$ cat config.mk
export PLATFORM = sky130hd
export DESIGN_NAME = mac_seq_ctrl_flat
export DESIGN_NICKNAME = d
export VERILOG_FILES = /design/src/rtl/mac_ctrl_pkg.sv /design/src/rtl/mac_seq_ctrl_if.sv /design/src/rtl/mac_vld_pipe.sv /design/src/rtl/mac_seq_ctrl.sv /design/src/flat_wrapper.sv
export SDC_FILE = /design/constraint.sdc
export NUM_CORES = 1
export LEC_CHECK = 0
export BUFFER_PORTS_ARGS = -buffer_cell sky130_fd_sc_hd__buf_2
export CORE_MARGIN = 1.5
export CORE_UTILIZATION = 24
export DETAILED_ROUTE_END_ITERATION = 8
export MAX_ROUTING_LAYER = met4
export PLACE_DENSITY = 0.45
export SLEW_MARGIN = 15
export SYNTH_ARGS = -nofsm -noshare
export SYNTH_HDL_FRONTEND = slang
export SYNTH_HIERARCHICAL = 1
export SYNTH_SLANG_ARGS = --single-unit
$ cat constraint.sdc
create_clock -name clk -period 3.3 [get_ports clk]
set_clock_uncertainty 0.05 [all_clocks]
set_input_delay 0.66 -clock clk [delete_from_list [all_inputs] [get_ports clk]]
set_output_delay 0.66 -clock clk [all_outputs]
set_load 0.01 [all_outputs]
$ cat src/rtl/mac_ctrl_pkg.sv
// Shared types and sizing for the MAC job sequencer.
// Latency: n/a (package only).
// Backpressure: n/a (package only).
package mac_ctrl_pkg;

  localparam int BW      = 8;                  // operand lane width
  localparam int PR      = 8;                  // lanes per chunk
  localparam int PSUM_BW = 2*BW + 6;           // MAC output width
  localparam int LEN_BW  = 8;                  // job length field width
  localparam int MAC_LAT = 4;                  // MAC pipeline latency
  localparam int ACC_BW  = PSUM_BW + LEN_BW;   // accumulator width, cannot overflow
  localparam int OP_W    = PR * BW;            // packed chunk width

  typedef enum logic [1:0] {
    IDLE  = 2'd0,
    ISSUE = 2'd1,
    DRAIN = 2'd2,
    DONE  = 2'd3
  } state_t;

  // Sign-extend one MAC partial sum to accumulator width.
  function automatic logic [ACC_BW-1:0] sext_psum(input logic [PSUM_BW-1:0] p);
    return {{(ACC_BW-PSUM_BW){p[PSUM_BW-1]}}, p};
  endfunction

endpackage

$ cat src/rtl/mac_seq_ctrl_if.sv
// Operand stream and result stream between fetch logic and the MAC sequencer.
// Latency: n/a (wires only).
// Backpressure: in_valid/in_ready on operands, res_valid/res_ready on the result.
// Ports: master = operand producer / result consumer, slave = sequencer.
interface mac_seq_ctrl_if;
  import mac_ctrl_pkg::*;

  logic              in_valid;
  logic              in_ready;
  logic [OP_W-1:0]   in_a;
  logic [OP_W-1:0]   in_b;
  logic              res_valid;
  logic              res_ready;
  logic [ACC_BW-1:0] result;

  modport master (
    output in_valid, in_a, in_b, res_ready,
    input  in_ready, res_valid, result
  );

  modport slave (
    input  in_valid, in_a, in_b, res_ready,
    output in_ready, res_valid, result
  );

endinterface

$ cat src/rtl/mac_vld_pipe.sv
// Shift register of valid bits that shadows data travelling through the MAC.
// Latency: DEPTH clk edges from push to tail.
// Backpressure: none, shifts every cycle.
// Ports: clk/reset, push (bit entering), tail (bit leaving), empty (no bit in flight).
module mac_vld_pipe #(
  parameter int DEPTH = 5
) (
  input  logic clk,
  input  logic reset,
  input  logic push,
  output logic tail,
  output logic empty
);

  logic [DEPTH-1:0] pipe;

  always_ff @(posedge clk or negedge reset) begin
    if (!reset) pipe <= '0;
    else        pipe <= {pipe[DEPTH-2:0], push};
  end

  assign tail  = pipe[DEPTH-1];
  assign empty = ~|pipe;

endmodule

$ cat src/rtl/mac_seq_ctrl.sv
// Sequences one dot-product job (len chunks) through the 8-lane MAC and returns the sum.
// Latency: len + MAC_LAT + 2 cycles from first operand handshake to res_valid.
// Backpressure: in_ready only in ISSUE, zeros driven on bubbles; result held until res_ready.
// Ports: clk, reset (async active-low), start/len job request, bus (operand + result streams),
//        mac_a/mac_b/mac_reset/mac_out to the MAC array, busy (not IDLE).
module mac_seq_ctrl
  import mac_ctrl_pkg::*;
(
  input  logic               clk,
  input  logic               reset,
  input  logic               start,
  input  logic [LEN_BW-1:0]  len,
  mac_seq_ctrl_if.slave      bus,
  output logic [OP_W-1:0]    mac_a,
  output logic [OP_W-1:0]    mac_b,
  output logic               mac_reset,
  input  logic [PSUM_BW-1:0] mac_out,
  output logic               busy
);

  state_t                   state;
  state_t                   state_nxt;
  logic [LEN_BW-1:0]        len_q;
  logic [LEN_BW-1:0]        iss_cnt;
  logic signed [ACC_BW-1:0] acc;
  logic                     hs;
  logic                     last_iss;
  logic                     op_vld;
  logic                     pipe_tail;
  logic                     pipe_empty;
  logic                     drain_done;
  logic                     rel_q;

  assign hs       = (state == ISSUE) && bus.in_valid;
  // len_q >= 1 whenever ISSUE is reachable, so len_q-1 never wraps here.
  assign last_iss = hs && (iss_cnt == len_q - LEN_BW'(1));

  // op_vld marks the chunk sitting in mac_a/mac_b. The MAC registers its inputs
  // before its MAC_LAT stages, so the shadow pipe is MAC_LAT+1 deep behind it.
  mac_vld_pipe #(.DEPTH(MAC_LAT + 1)) u_vld_pipe (
    .clk   (clk),
    .reset (reset),
    .push  (op_vld),
    .tail  (pipe_tail),
    .empty (pipe_empty)
  );

  // Nothing left in the operand stage or MAC; the tail add has already landed.
  assign drain_done = !op_vld && pipe_empty;

  // MAC reset: held while reset is low, then for the first edge after release.
  always_ff @(posedge clk or negedge reset) begin
    if (!reset) rel_q <= 1'b0;
    else        rel_q <= 1'b1;
  end
  assign mac_reset = ~rel_q;

  // FSM state register
  always_ff @(posedge clk or negedge reset) begin
    if (!reset) state <= IDLE;
    else        state <= state_nxt;
  end

  // FSM next state
  always_comb begin
    state_nxt = state;
    case (state)
      IDLE:  if (start) state_nxt = (len == '0) ? DONE : ISSUE;
      ISSUE: if (last_iss) state_nxt = DRAIN;
      DRAIN: if (drain_done) state_nxt = DONE;
      DONE:  if (bus.res_ready) state_nxt = IDLE;
      default: state_nxt = IDLE;
    endcase
  end

  // FSM outputs
  always_comb begin
    bus.in_ready  = 1'b0;
    bus.res_valid = 1'b0;
    busy          = 1'b1;
    case (state)
      IDLE:    busy = 1'b0;
      ISSUE:   bus.in_ready = 1'b1;
      DONE:    bus.res_valid = 1'b1;
      default: ;
    endcase
  end

  // acc only changes while chunks are in flight, so result is stable in DONE.
  assign bus.result = acc;

  // Operand registers, issue counter, accumulator
  always_ff @(posedge clk or negedge reset) begin
    if (!reset) begin
      len_q   <= '0;
      iss_cnt <= '0;
      acc     <= '0;
      mac_a   <= '0;
      mac_b   <= '0;
      op_vld  <= 1'b0;
    end else begin
      mac_a  <= hs ? bus.in_a : '0;
      mac_b  <= hs ? bus.in_b : '0;
      op_vld <= hs;
      if ((state == IDLE) && start) begin
        len_q   <= len;
        iss_cnt <= '0;
        acc     <= '0;
      end else begin
        if (hs)        iss_cnt <= iss_cnt + LEN_BW'(1);
        if (pipe_tail) acc     <= acc + sext_psum(mac_out);
      end
    end
  end

endmodule

$ cat src/flat_wrapper.sv
// flat-port wrapper written by rule: the top's interface ports become plain ports
module mac_seq_ctrl_flat import mac_ctrl_pkg::*;
  (clk, reset, start, len, mac_a, mac_b, mac_reset, mac_out, busy, bus_in_valid, bus_in_a, bus_in_b, bus_res_ready, bus_in_ready, bus_res_valid, bus_result);
  mac_seq_ctrl_if bus_i ();
  input  logic clk;
  input  logic reset;
  input  logic start;
  input  logic [LEN_BW-1:0] len;
  output logic [OP_W-1:0] mac_a;
  output logic [OP_W-1:0] mac_b;
  output logic mac_reset;
  input  logic [PSUM_BW-1:0] mac_out;
  output logic busy;
  input wire logic [$bits(bus_i.in_valid)-1:0] bus_in_valid;
  input wire logic [$bits(bus_i.in_a)-1:0] bus_in_a;
  input wire logic [$bits(bus_i.in_b)-1:0] bus_in_b;
  input wire logic [$bits(bus_i.res_ready)-1:0] bus_res_ready;
  output wire logic [$bits(bus_i.in_ready)-1:0] bus_in_ready;
  output wire logic [$bits(bus_i.res_valid)-1:0] bus_res_valid;
  output wire logic [$bits(bus_i.result)-1:0] bus_result;
  assign bus_i.in_valid = bus_in_valid;
  assign bus_i.in_a = bus_in_a;
  assign bus_i.in_b = bus_in_b;
  assign bus_i.res_ready = bus_res_ready;
  assign bus_in_ready = bus_i.in_ready;
  assign bus_res_valid = bus_i.res_valid;
  assign bus_result = bus_i.result;
  mac_seq_ctrl u_core (.clk(clk), .reset(reset), .start(start), .len(len), .bus(bus_i), .mac_a(mac_a), .mac_b(mac_b), .mac_reset(mac_reset), .mac_out(mac_out), .busy(busy));
endmodule
==> qor.csv, run 1 <==
stage;metric;value;unit
status;status;completed;
clock_network;clockRootBuffer;clkbuf_16;
power;powerDensity;773;mW/mm2
route;drc;0;
die;io_pins;325;
timing;fin_ws;0.410;ns
critical_path;path_class;reg2out;
clock_network;cts_tree;done;
power;ir_drop;0.359;mV
timing;hold_viol_final;0;
critical_path;start_kind;flop;
synthesis;synth_edf_count;0;
finish;instances_no_fill;1512;
finish;nets;1241;
clock_network;cts_buffer_depth;2;
critical_path;critPathMaxFanout;129;
synthesis;synth_top_flop_cell;dfrtp_1;
route;drt_pass1_iterations;5;
power;p_int;5.19;mW
clock_network;cts_setup_buffers;0;
synthesis;async_flop_share;100;%
clock_network;htree_levels;4;
placement;hpwl;17900;um
die;core;0.0334;mm2
global_routing;antenna_found_initial;10;
timing;worst_slew_pin_slew;1.05;ns
synthesis;synth_common_cells;dfrtp_1, and3_1, nor2_1, clkbuf_1, nand2_1;
synthesis;syn-num-nets;933;
placement;post-place-cells;1470;
die;die_h;187;um
power;switchingPower;3.20;mW
die;start_util;24.3;%
synthesis;synth_top_area_share;56.4;%
critical_path;worst_ep_arrival_time;2.18;ns
power;seqPwrFrac;35.8;%
timing;fin_crit_sh;87.6;%
route;wl_per_cell;16.3;um
clock_network;clkLatencyLatePin;0.44;ns
job;drv_cap;0;
route;drt-total-wl;24700;um
synthesis;netlist_area;0.00812;mm2
synthesis;avgSynthCellArea;11.1;um2
timing;max_slew_margin;30.2;%
placement;gp_congestion;0.832;
timing;rsz0062_at_grt;no;
synthesis;synth-seq-cells;183;
finish;drive_gt1_share;35.9;%
power;sw_frac_of_total;38.1;%
route;drt_iter0_drc;242;
power;clock_power_share;24.5;%
global_routing;grt_pass1_vias;6898;
clock_network;clk_pin_slew_worst_paths;0.08;ns
placement;numPortBuffers;324;
synthesis;synth_warnings;6;
die;fp-row-count;67;
timing;min_period;2.89;ns
timing;max_freq;346;MHz
timing;tns;0;ns
clock_network;clock_sinks;183;
critical_path;cp-end-kind;output pin;
route;ant_nets;0;
synthesis;yosysMostFrequentCell;dfrtp_1;
synthesis;yosys-top-cells-area;dfrtp_1, and3_1, ha_1;
finish;syn_to_final_growth;33.7;%
synthesis;syn_inst;733;
timing;finalSetupViolCount;0;
critical_path;crit_required;2.59;ns
synthesis;synth_top_area_cell;dfrtp_1;
clock_network;cts_buffers;17;
route;vias_per_cell;4.41;
power;power.total;8.39;mW
route;vias;6662;
synthesis;seq_area_frac_synth;56.4;%
die;die_area;0.0349;mm2
clock_network;cts_hold_buf;0;
global_routing;grtUsageTotal;14.8;%
power;p_leak;6.20;nW
die;die_w;187;um
clock_network;ctsResizeCount;0;
global_routing;grt_max_degree;130;
hold_path;hold_class;in2async;
synthesis;yosys.cell_types.count;56;
global_routing;overflow;0;
placement;dp_slack;0.179;ns
timing;slew_violations;0;
power;combPwrFrac;39.7;%
finish;fillers;3534;
global_routing;grt_pass1_wl;38800;um
==> cell usage in the layout (no fill, tap or decap), drive strengths merged, types with 3 or more instances in the layout <==
| cell | count |
|---|---|
| a31oi | 6 |
| nor2 | 51 |
| o31ai | 3 |
| a21o | 12 |
| xnor2 | 22 |
| dfrtp | 183 |
| diode | 10 |
| clkbuf | 21 |
| or3 | 4 |
| nor3 | 4 |
| a21oi | 32 |
| o22ai | 4 |
| o21ai | 27 |
| a211oi | 10 |
| nor2b | 5 |
| nand2 | 42 |
| inv | 20 |
| nand4 | 6 |
| o21bai | 5 |
| ha | 36 |
| xor2 | 17 |
| nand2b | 3 |
| and3 | 136 |
| and2 | 5 |
| o211ai | 4 |
| o21a | 3 |
| buf | 333 |
| nand3 | 10 |
| mux2i | 20 |
==> layer usage <==
metal	share of wire [%]	vias to the layer above	global-route usage, %
li1	-	3211	-
met1	42	3198	17.0
met2	48	228	23.7
met3	8.4	25	5.52
met4	1.9	0	5.37
met5	0	-	-
==> power by group through the flow <==
stage	Combinational (mW)	Sequential [mW]	Clock (mW)
floorplan	2.03	3.20	0
global placement	3.36	3.05	0
detailed placement	3.37	3.06	0
CTS	3.38	3.02	2.14
global route	3.72	3.07	2.22
finish	3.33	3.01	2.05
==> path summary, 6_finish.rpt <==
check | cells after the start | startpoint | end | slack, ns
max in group asynchronous | 2 | reset | u_core/mac_a[59]$_DFF_PN0_ | 2.26
hold / removal | 1 | reset | u_core/bus.result[11]$_DFFE_PN0P_ | 0.17
hold reg to reg | 0 | u_core/op_vld$_DFF_PN0_ | u_core/u_vld_pipe/pipe[0]$_DFF_PN0_ | 0.32
setup reg to reg | 10 | u_core/bus.result[0]$_DFFE_PN0P_ | u_core/bus.result[26]$_DFFE_PN0P_ | 0.52
setup / recovery | 4 | u_core/state[1]$_DFFE_PN0P_ | bus_in_ready | 0.41
min in group clk | 0 | u_core/op_vld$_DFF_PN0_ | u_core/u_vld_pipe/pipe[0]$_DFF_PN0_ | 0.32
==> stage by stage <==
step	hold slack (ns)	instance area [um2]	utilization, %
6_report	0.168	10900	32.5
5_1_grt	0.211	10900	32.5
4_1_cts	0.203	10800	32.4
3_5_place_dp	0.305	10300	30.7
3_3_place_gp	0.302	10300	30.7
2_1_floorplan	0.296	8120	-
==> registers in the layout, indices dropped and copies added, names as in the netlist <==
| name | flops |
|---|---|
| u_core/bus.result | 30 |
| u_core/iss_cnt | 8 |
| u_core/len_q | 8 |
| u_core/mac_a | 64 |
| u_core/mac_b | 64 |
| u_core/op_vld | 1 |
| u_core/rel_q | 1 |
| u_core/state | 2 |
| u_core/u_vld_pipe/pipe | 5 |
==> cell type report <==
cell class / count / area, um2 / area share, %
diodes: 10 / 25.0 / 0.230
clock buffers: 20 / 447 / 4.11
clock inverters: 12 / 131 / 1.21
inverters: 12 / 45.0 / 0.415
multi-input cells: 493 / 3340 / 30.7
flip-flops and latches: 183 / 4580 / 42.2
well taps: 448 / 561 / 5.16
repair buffers: 334 / 1730 / 16.0
==> critical path: stages (launching register included) <==
cell	delay, ns
dfrtp_1	0.40
inv_1	0.15
ha_4	0.16
buf_4	0.72
buf_2	0.28
==> cells by family (layout without fill, tap and decap cells) <==
| logic type | count (synthesis) | after routing | synth area share [%] |
|---|---|---|---|
| adders and majority gates | 37 | 37 | 5.79 |
| AOI/OAI and AO/OA | 118 | 118 | 9.62 |
| other | 1 | 11 | 0.0462 |
| buffers and inverters | 57 | 378 | 2.65 |
| DFF | 183 | 183 | 56.4 |
| xor gates and xnor gates | 39 | 39 | 4.21 |
| and+or+nand+nor | 278 | 278 | 18.8 |
| muxes | 20 | 20 | 2.47 |
(Power assumes the default switching activity.)
==> run 2: changes to the inputs <==
REMOVE_ABC_BUFFERS = 1   (was default)
==> run 2 against run 1 <==
Compared with the run above:
- highest routed layer unchanged
- via count shrank 0.96%
- critical path depth grew 6
- sequential power barely moved
- largest cell class unchanged
- clock-buffer cell count shrank 1
==> qor.csv, run 2 (synthesis results as in run 1) <==
stage;metric;value;unit
status;status;completed;
die;die_h;187;um
finish;syn_to_final_growth;33.7;%
timing;whs;0.171;ns
finish;register_area;0.00458;mm2
timing;fin_crit_sh;83.6;%
route;vias;6598;
route;wl_per_cell;16.9;um
global_routing;grtUsageTotal;15.3;%
global_routing;grt_max_degree;92;
timing;min_period;2.76;ns
die;core;0.0334;mm2
placement;numPortBuffers;324;
hold_path;hold_class;in2async;
timing;worst_slew_pin_slew;0.717;ns
clock_network;cts_tree;done;
finish;multi_input_area;0.00334;mm2
critical_path;critPathMaxFanout;3;
clock_network;clk_pin_slew_worst_paths;0.07;ns
placement;dp_slack;0.148;ns
critical_path;start_kind;flop;
route;drt-total-wl;25600;um
finish;fillers;3511;
placement;gp_congestion;0.798;
critical_path;crit_chain;ha_1 > fa_1 > a21o_1 > a211oi_2 > a211oi_2 > o221ai_2 > o21ai_1 > nor4b_2 > o21ai_0 > a31oi_1;
finish;mostFrequentLayoutCells;buf_2, dfrtp_1, and3_1;
critical_path;worst_ep_arrival_time;3.08;ns
clock_network;cts_buffer_depth;2;
clock_network;clockRootBuffer;clkbuf_16;
critical_path;slowest_delay;0.41;ns
route;vias_per_cell;4.35;
route;drt_iter0_drc;222;
clock_network;cts_hold_buf;0;
power;p_leak;6.19;nW
global_routing;grt_pass1_wl;39400;um
route;ant_nets;0;
route;drc;0;
timing;max_slew_margin;52.2;%
job;drv_cap;0;
timing;rsz0062_at_grt;no;
critical_path;cp-end-kind;flop;
clock_network;clock_sinks;183;
finish;final_core_util;32.5;%
timing;finalSetupViolCount;0;
critical_path;path_class;reg2reg;
timing;slew_violations;0;
critical_path;cpMostUsedCell;a211oi_2;
die;start_util;24.3;%
critical_path;crit_required;3.62;ns
die;io_pins;325;
route;drt_pass1_iterations;4;
clock_network;clkLatencyLatePin;0.45;ns
die;die_area;0.0349;mm2
critical_path;cp_slowest_cell;fa_1;
timing;hold_viol_final;0;
clock_network;cts_setup_buffers;0;
power;ir_drop;0.345;mV
global_routing;overflow;0;
clock_network;cts_buffers;17;
timing;max_freq;362;MHz
placement;hpwl;19100;um
die;die_w;187;um
clock_network;ctsResizeCount;0;
finish;final_common_cell;buf_2;
power;powerDensity;768;mW/mm2
finish;drive_gt1_share;36.0;%
global_routing;grt_pass1_vias;6772;
global_routing;antenna_found_initial;12;
clock_network;htree_levels;4;
die;fp-row-count;67;
timing;fin_ws;0.540;ns
finish;nets;1243;
## run 2: cell count changes in the layout (fill, tap and decap cells not counted), sizes merged
cell and delta:
diode +4, clkinv +3, buf +2, inv -2, bufinv -1, clkbuf -1, clkinvlp +1
## run 2: cell type report
| cell class | count | share of cell area (%) |
|---|---|---|
| multi-input cells | 493 | 30.8 |
| clock inverters | 13 | 1.07 |
| repair buffers | 336 | 16.1 |
| well taps | 448 | 5.16 |
| inverters | 12 | 0.415 |
| diodes | 14 | 0.323 |
| clock buffers | 19 | 3.99 |
| flip-flops and latches | 183 | 42.2 |
## run 2: worst paths after layout
kind | startpoint | end | slack [ns] | cells after the start
worst max-delay path | u_core/bus.result[0]$_DFFE_PN0P_ | u_core/bus.result[26]$_DFFE_PN0P_ | 0.54 | 10
worst min-delay path | reset | u_core/mac_b[1]$_DFF_PN0_ | 0.17 | 1
worst max register to register | u_core/bus.result[0]$_DFFE_PN0P_ | u_core/bus.result[26]$_DFFE_PN0P_ | 0.54 | 10
worst min register to register | u_core/u_vld_pipe/pipe[2]$_DFF_PN0_ | u_core/u_vld_pipe/pipe[3]$_DFF_PN0_ | 0.32 | 0
max in group asynchronous | reset | u_core/bus.result[9]$_DFFE_PN0P_ | 2.32 | 2
min in group clk | u_core/u_vld_pipe/pipe[2]$_DFF_PN0_ | u_core/u_vld_pipe/pipe[3]$_DFF_PN0_ | 0.32 | 0
## run 2: worst max-delay path: cells and delay by family (launching register included)
kind            cells  cell delay [ns]
simple gates        1             0.29
fa+ha+maj           2             0.63
compound gates      7             1.31
flops               1             0.39
## run 2: power by group
| group | internal [mW] | leakage, nW | switching [mW] |
|---|---|---|---|
| Combinational | 1.40 | 3.47 | 1.99 |
| Sequential | 2.72 | 2.46 | 0.277 |
| Clock | 0.989 | 0.265 | 0.959 |
| Total | 5.11 | 6.19 | 3.22 |
## run 2: stage by stage
step,total power [mW],cells,cell area (um2),setup TNS [ns]
global route,8.94,1516,10900,0
global placement,6.46,1472,10300,0
finish,8.34,1518,10900,0
detailed placement,6.48,1472,10300,0
floorplan,5.15,688,7950,-0.207
CTS,8.49,1504,10800,0
## run 2: routing by layer
metal  track usage (%)  vias up  share of wire, %
li1                  -     3219                 -
met3              6.08       18               7.6
met1              17.7     3159                42
met5                 -        -                 0
met2              24.6      202                49
met4              4.16        0               1.2
==> run 3: changes to the inputs <==
ABC_AREA = 1   (was default)
PLACE_DENSITY = 0.46   (was 0.45)
clock period = 2.4 ns   (was 3.3 ns; I/O delays follow)
==> run 3 against run 2 <==
Compared with the run above:
- the run now ends with design-rule violations left
- clock power is 51% higher
- synthesized area is 7.3% higher
- synthesized cell count is 48% higher
- non-clock buffer count is 5 higher
- first-iteration DRC count is 55% higher
- largest cell class unchanged
- largest power group unchanged
==> qor.csv, run 3 <==
stage;metric;value;unit
clock_network;cts_setup_buffers;0;
global_routing;antenna_found_initial;8;
power;powerDensity;1040;mW/mm2
critical_path;start_kind;flop;
synthesis;yosysMostFrequentCell;nand2_1;
finish;fillers;3847;
timing;hold_viol_final;0;
route;vias;7765;
timing;finalSetupViolCount;0;
die;fp-row-count;69;
finish;nets;1624;
route;wl_per_cell;14.6;um
synthesis;syn_inst;1087;
critical_path;crit_chain;ha_1 > fa_1 > inv_1 > nor2_2 > nor2_4 > inv_1 > nand2_1 > nand2_1 > nand3_1 > nand2_1 > nand2_1 > nand2_1 > o21ai_1;
clock_network;clkLatencyLatePin;0.44;ns
status;status;finished with violations;
clock_network;clockRootBuffer;clkbuf_16;
global_routing;busiest_layer;met2;
timing;slew_violations;0;
critical_path;cp-end-kind;flop;
route;drt_iter0_drc;344;
global_routing;overflow;0;
synthesis;synth_warnings;6;
clock_network;htree_levels;4;
synthesis;netlist_area;0.00871;mm2
route;drc;7;
synthesis;synth_top_area_cell;dfrtp_1;
route;drt_pass1_iterations;8;
route;drt-total-wl;27900;um
power;p_leak;7.15;nW
critical_path;path_class;reg2reg;
finish;syn_to_final_growth;33.7;%
finish;multi_input_area;0.00321;mm2
placement;hpwl;21700;um
global_routing;grt_pass1_vias;8179;
placement;post_dp_cell_area;0.0110;mm2
synthesis;synth_top_area_share;52.6;%
placement;gp_congestion;0.902;
synthesis;synth_edf_count;0;
synthesis;synth_common_cells;nand2_1, inv_1, nor2_1, dfrtp_1;
critical_path;cpMostUsedCell;nand2_1;
die;start_util;24.4;%
timing;max_slew_margin;59.7;%
job;drv_cap;0;
clock_network;cts_tree;done;
route;vias_per_cell;4.07;
die;io_pins;325;
synthesis;yosys.cell_types.count;39;
synthesis;synth-seq-cells;183;
global_routing;grtUsageTotal;15.9;%
critical_path;critPathMaxFanout;4;
finish;design_area;0.0116;mm2
die;die_w;194;um
status;violations;design-rule violations;
hold_path;hold_class;in2reg;
finish;register_area;0.00458;mm2
global_routing;grt_use_met2;26.0;%
clock_network;cts_buffers;17;
timing;min_period;2.12;ns
power;power.total;12.2;mW
critical_path;crit_required;2.71;ns
global_routing;grt_use_met3;5.81;%
synthesis;synth_top_flop_cell;dfrtp_1;
placement;numPortBuffers;324;
critical_path;cp_slowest_cell;dfrtp_1;
timing;rsz0062_at_grt;no;
die;die_area;0.0375;mm2
global_routing;grt_max_degree;129;
critical_path;slowest_delay;0.45;ns
critical_path;worst_ep_arrival_time;2.43;ns
finish;final_common_cell;buf_2;
die;die_h;194;um
clock_network;clk_pin_slew_worst_paths;0.08;ns
clock_network;cts_buffer_depth;2;
timing;worst_slew_pin_slew;0.605;ns
global_routing;use_met1;18.1;%
synthesis;seq_area_frac_synth;52.6;%
route;ant_nets;0;
power;ir_drop;0.492;mV
timing;max_freq;471;MHz
timing;fin_crit_sh;88.4;%
die;core;0.0357;mm2
finish;final_core_util;32.7;%
finish;drive_gt1_share;27.7;%
global_routing;grt_pass1_wl;44600;um
synthesis;async_flop_share;100;%
synthesis;yosys-top-cells-area;dfrtp_1, nand2_1, inv_1;
finish;mostFrequentLayoutCells;buf_2, nand2_1, inv_1;
clock_network;clock_sinks;183;
synthesis;avgSynthCellArea;8.02;um2
run 3: changes by cell type after synthesis, moves of 26 or more:
| cell | previous run | this run |
|---|---|---|
| inv_1 | 12 | 223 |
| nand2_1 | 42 | 248 |
| nor2_1 | 51 | 186 |
| clkbuf_1 | 44 | 18 |
| nand3_1 | 10 | 43 |
| and3_1 | 136 | 0 |
run 3: worst paths after layout:
kind                                                     startpoint                                  end  slack [ns]  cells after the start
worst max-delay path               u_core/bus.result[0]$_DFFE_PN0P_    u_core/bus.result[16]$_DFFE_PN0P_        0.28                     13
worst min-delay path                                   bus_in_b[55]           u_core/mac_b[55]$_DFF_PN0_        0.19                      3
worst max register to register     u_core/bus.result[0]$_DFFE_PN0P_    u_core/bus.result[16]$_DFFE_PN0P_        0.28                     13
worst min register to register  u_core/u_vld_pipe/pipe[2]$_DFF_PN0_  u_core/u_vld_pipe/pipe[3]$_DFF_PN0_        0.32                      0
max in group asynchronous                                     reset           u_core/mac_a[47]$_DFF_PN0_        1.06                      3
min in group asynchronous                                     reset     u_core/bus.result[3]$_DFFE_PN0P_        0.50                      2
run 3: power by group:
| part | internal (mW) | switching, mW |
|---|---|---|
| sequential | 3.75 | 0.433 |
| clock | 1.60 | 1.34 |
| combinational | 1.80 | 3.24 |
| total | 7.15 | 5.01 |
run 3: area by class of cell:
type | instances | share of cell area [%]
Sequential cell | 183 | 39.3
Multi-Input combinational cell | 657 | 27.6
Timing Repair Buffer | 341 | 15.5
Inverter | 224 | 7.22
Tap cell | 461 | 4.95
Clock buffer | 19 | 3.80
Clock inverter | 13 | 1.39
Antenna cell | 10 | 0.215
run 3: cells by family after synthesis:
| kind of cell | after synthesis | synth area share, % |
|---|---|---|
| AOI/OAI and AO/OA | 92 | 5.73 |
| DFF | 183 | 52.6 |
| adders and majority gates | 37 | 5.40 |
| and+or+nand+nor | 517 | 24.4 |
| buffers and inverters | 247 | 10.7 |
| other | 1 | 0.0430 |
| xor gates and xnor gates | 10 | 1.18 |
run 3: stage by stage:
stage / hold slack (ns) / worst slack, ns / instances / TNS (ns)
2_1_floorplan: 0.134 / -0.418 / 1064 / -3.40
3_3_place_gp: 0.306 / 0.121 / 1865 / 0
3_5_place_dp: 0.311 / 0.121 / 1865 / 0
4_1_cts: 0.151 / 0.190 / 1898 / 0
5_1_grt: 0.157 / 0.0783 / 1908 / 0
6_report: 0.186 / 0.277 / 1908 / 0
run 3: timing repair:
action / in CTS / in global routing
endpoints found under the hold margin: 43 / 0
hold buffers: 1 / 0
gates resized for setup: 0 / 1
endpoints found under the setup margin: 0 / 1
run 3: worst max-delay path, delay by kind of cell (launching register included):
| family | cells | cell delay [ns] |
|---|---|---|
| compound gates | 1 | 0.12 |
| flops | 1 | 0.45 |
| fa+ha+maj | 2 | 0.64 |
| simple gates | 8 | 0.60 |
| buf+inv | 2 | 0.18 |
run 3: routing by layer:
layer | part of all wire, % | vias to the layer above
met2 | 47 | 261
met3 | 8.3 | 32
li1 | - | 3952
met1 | 42 | 3520
met5 | 0 | -
met4 | 1.9 | 0
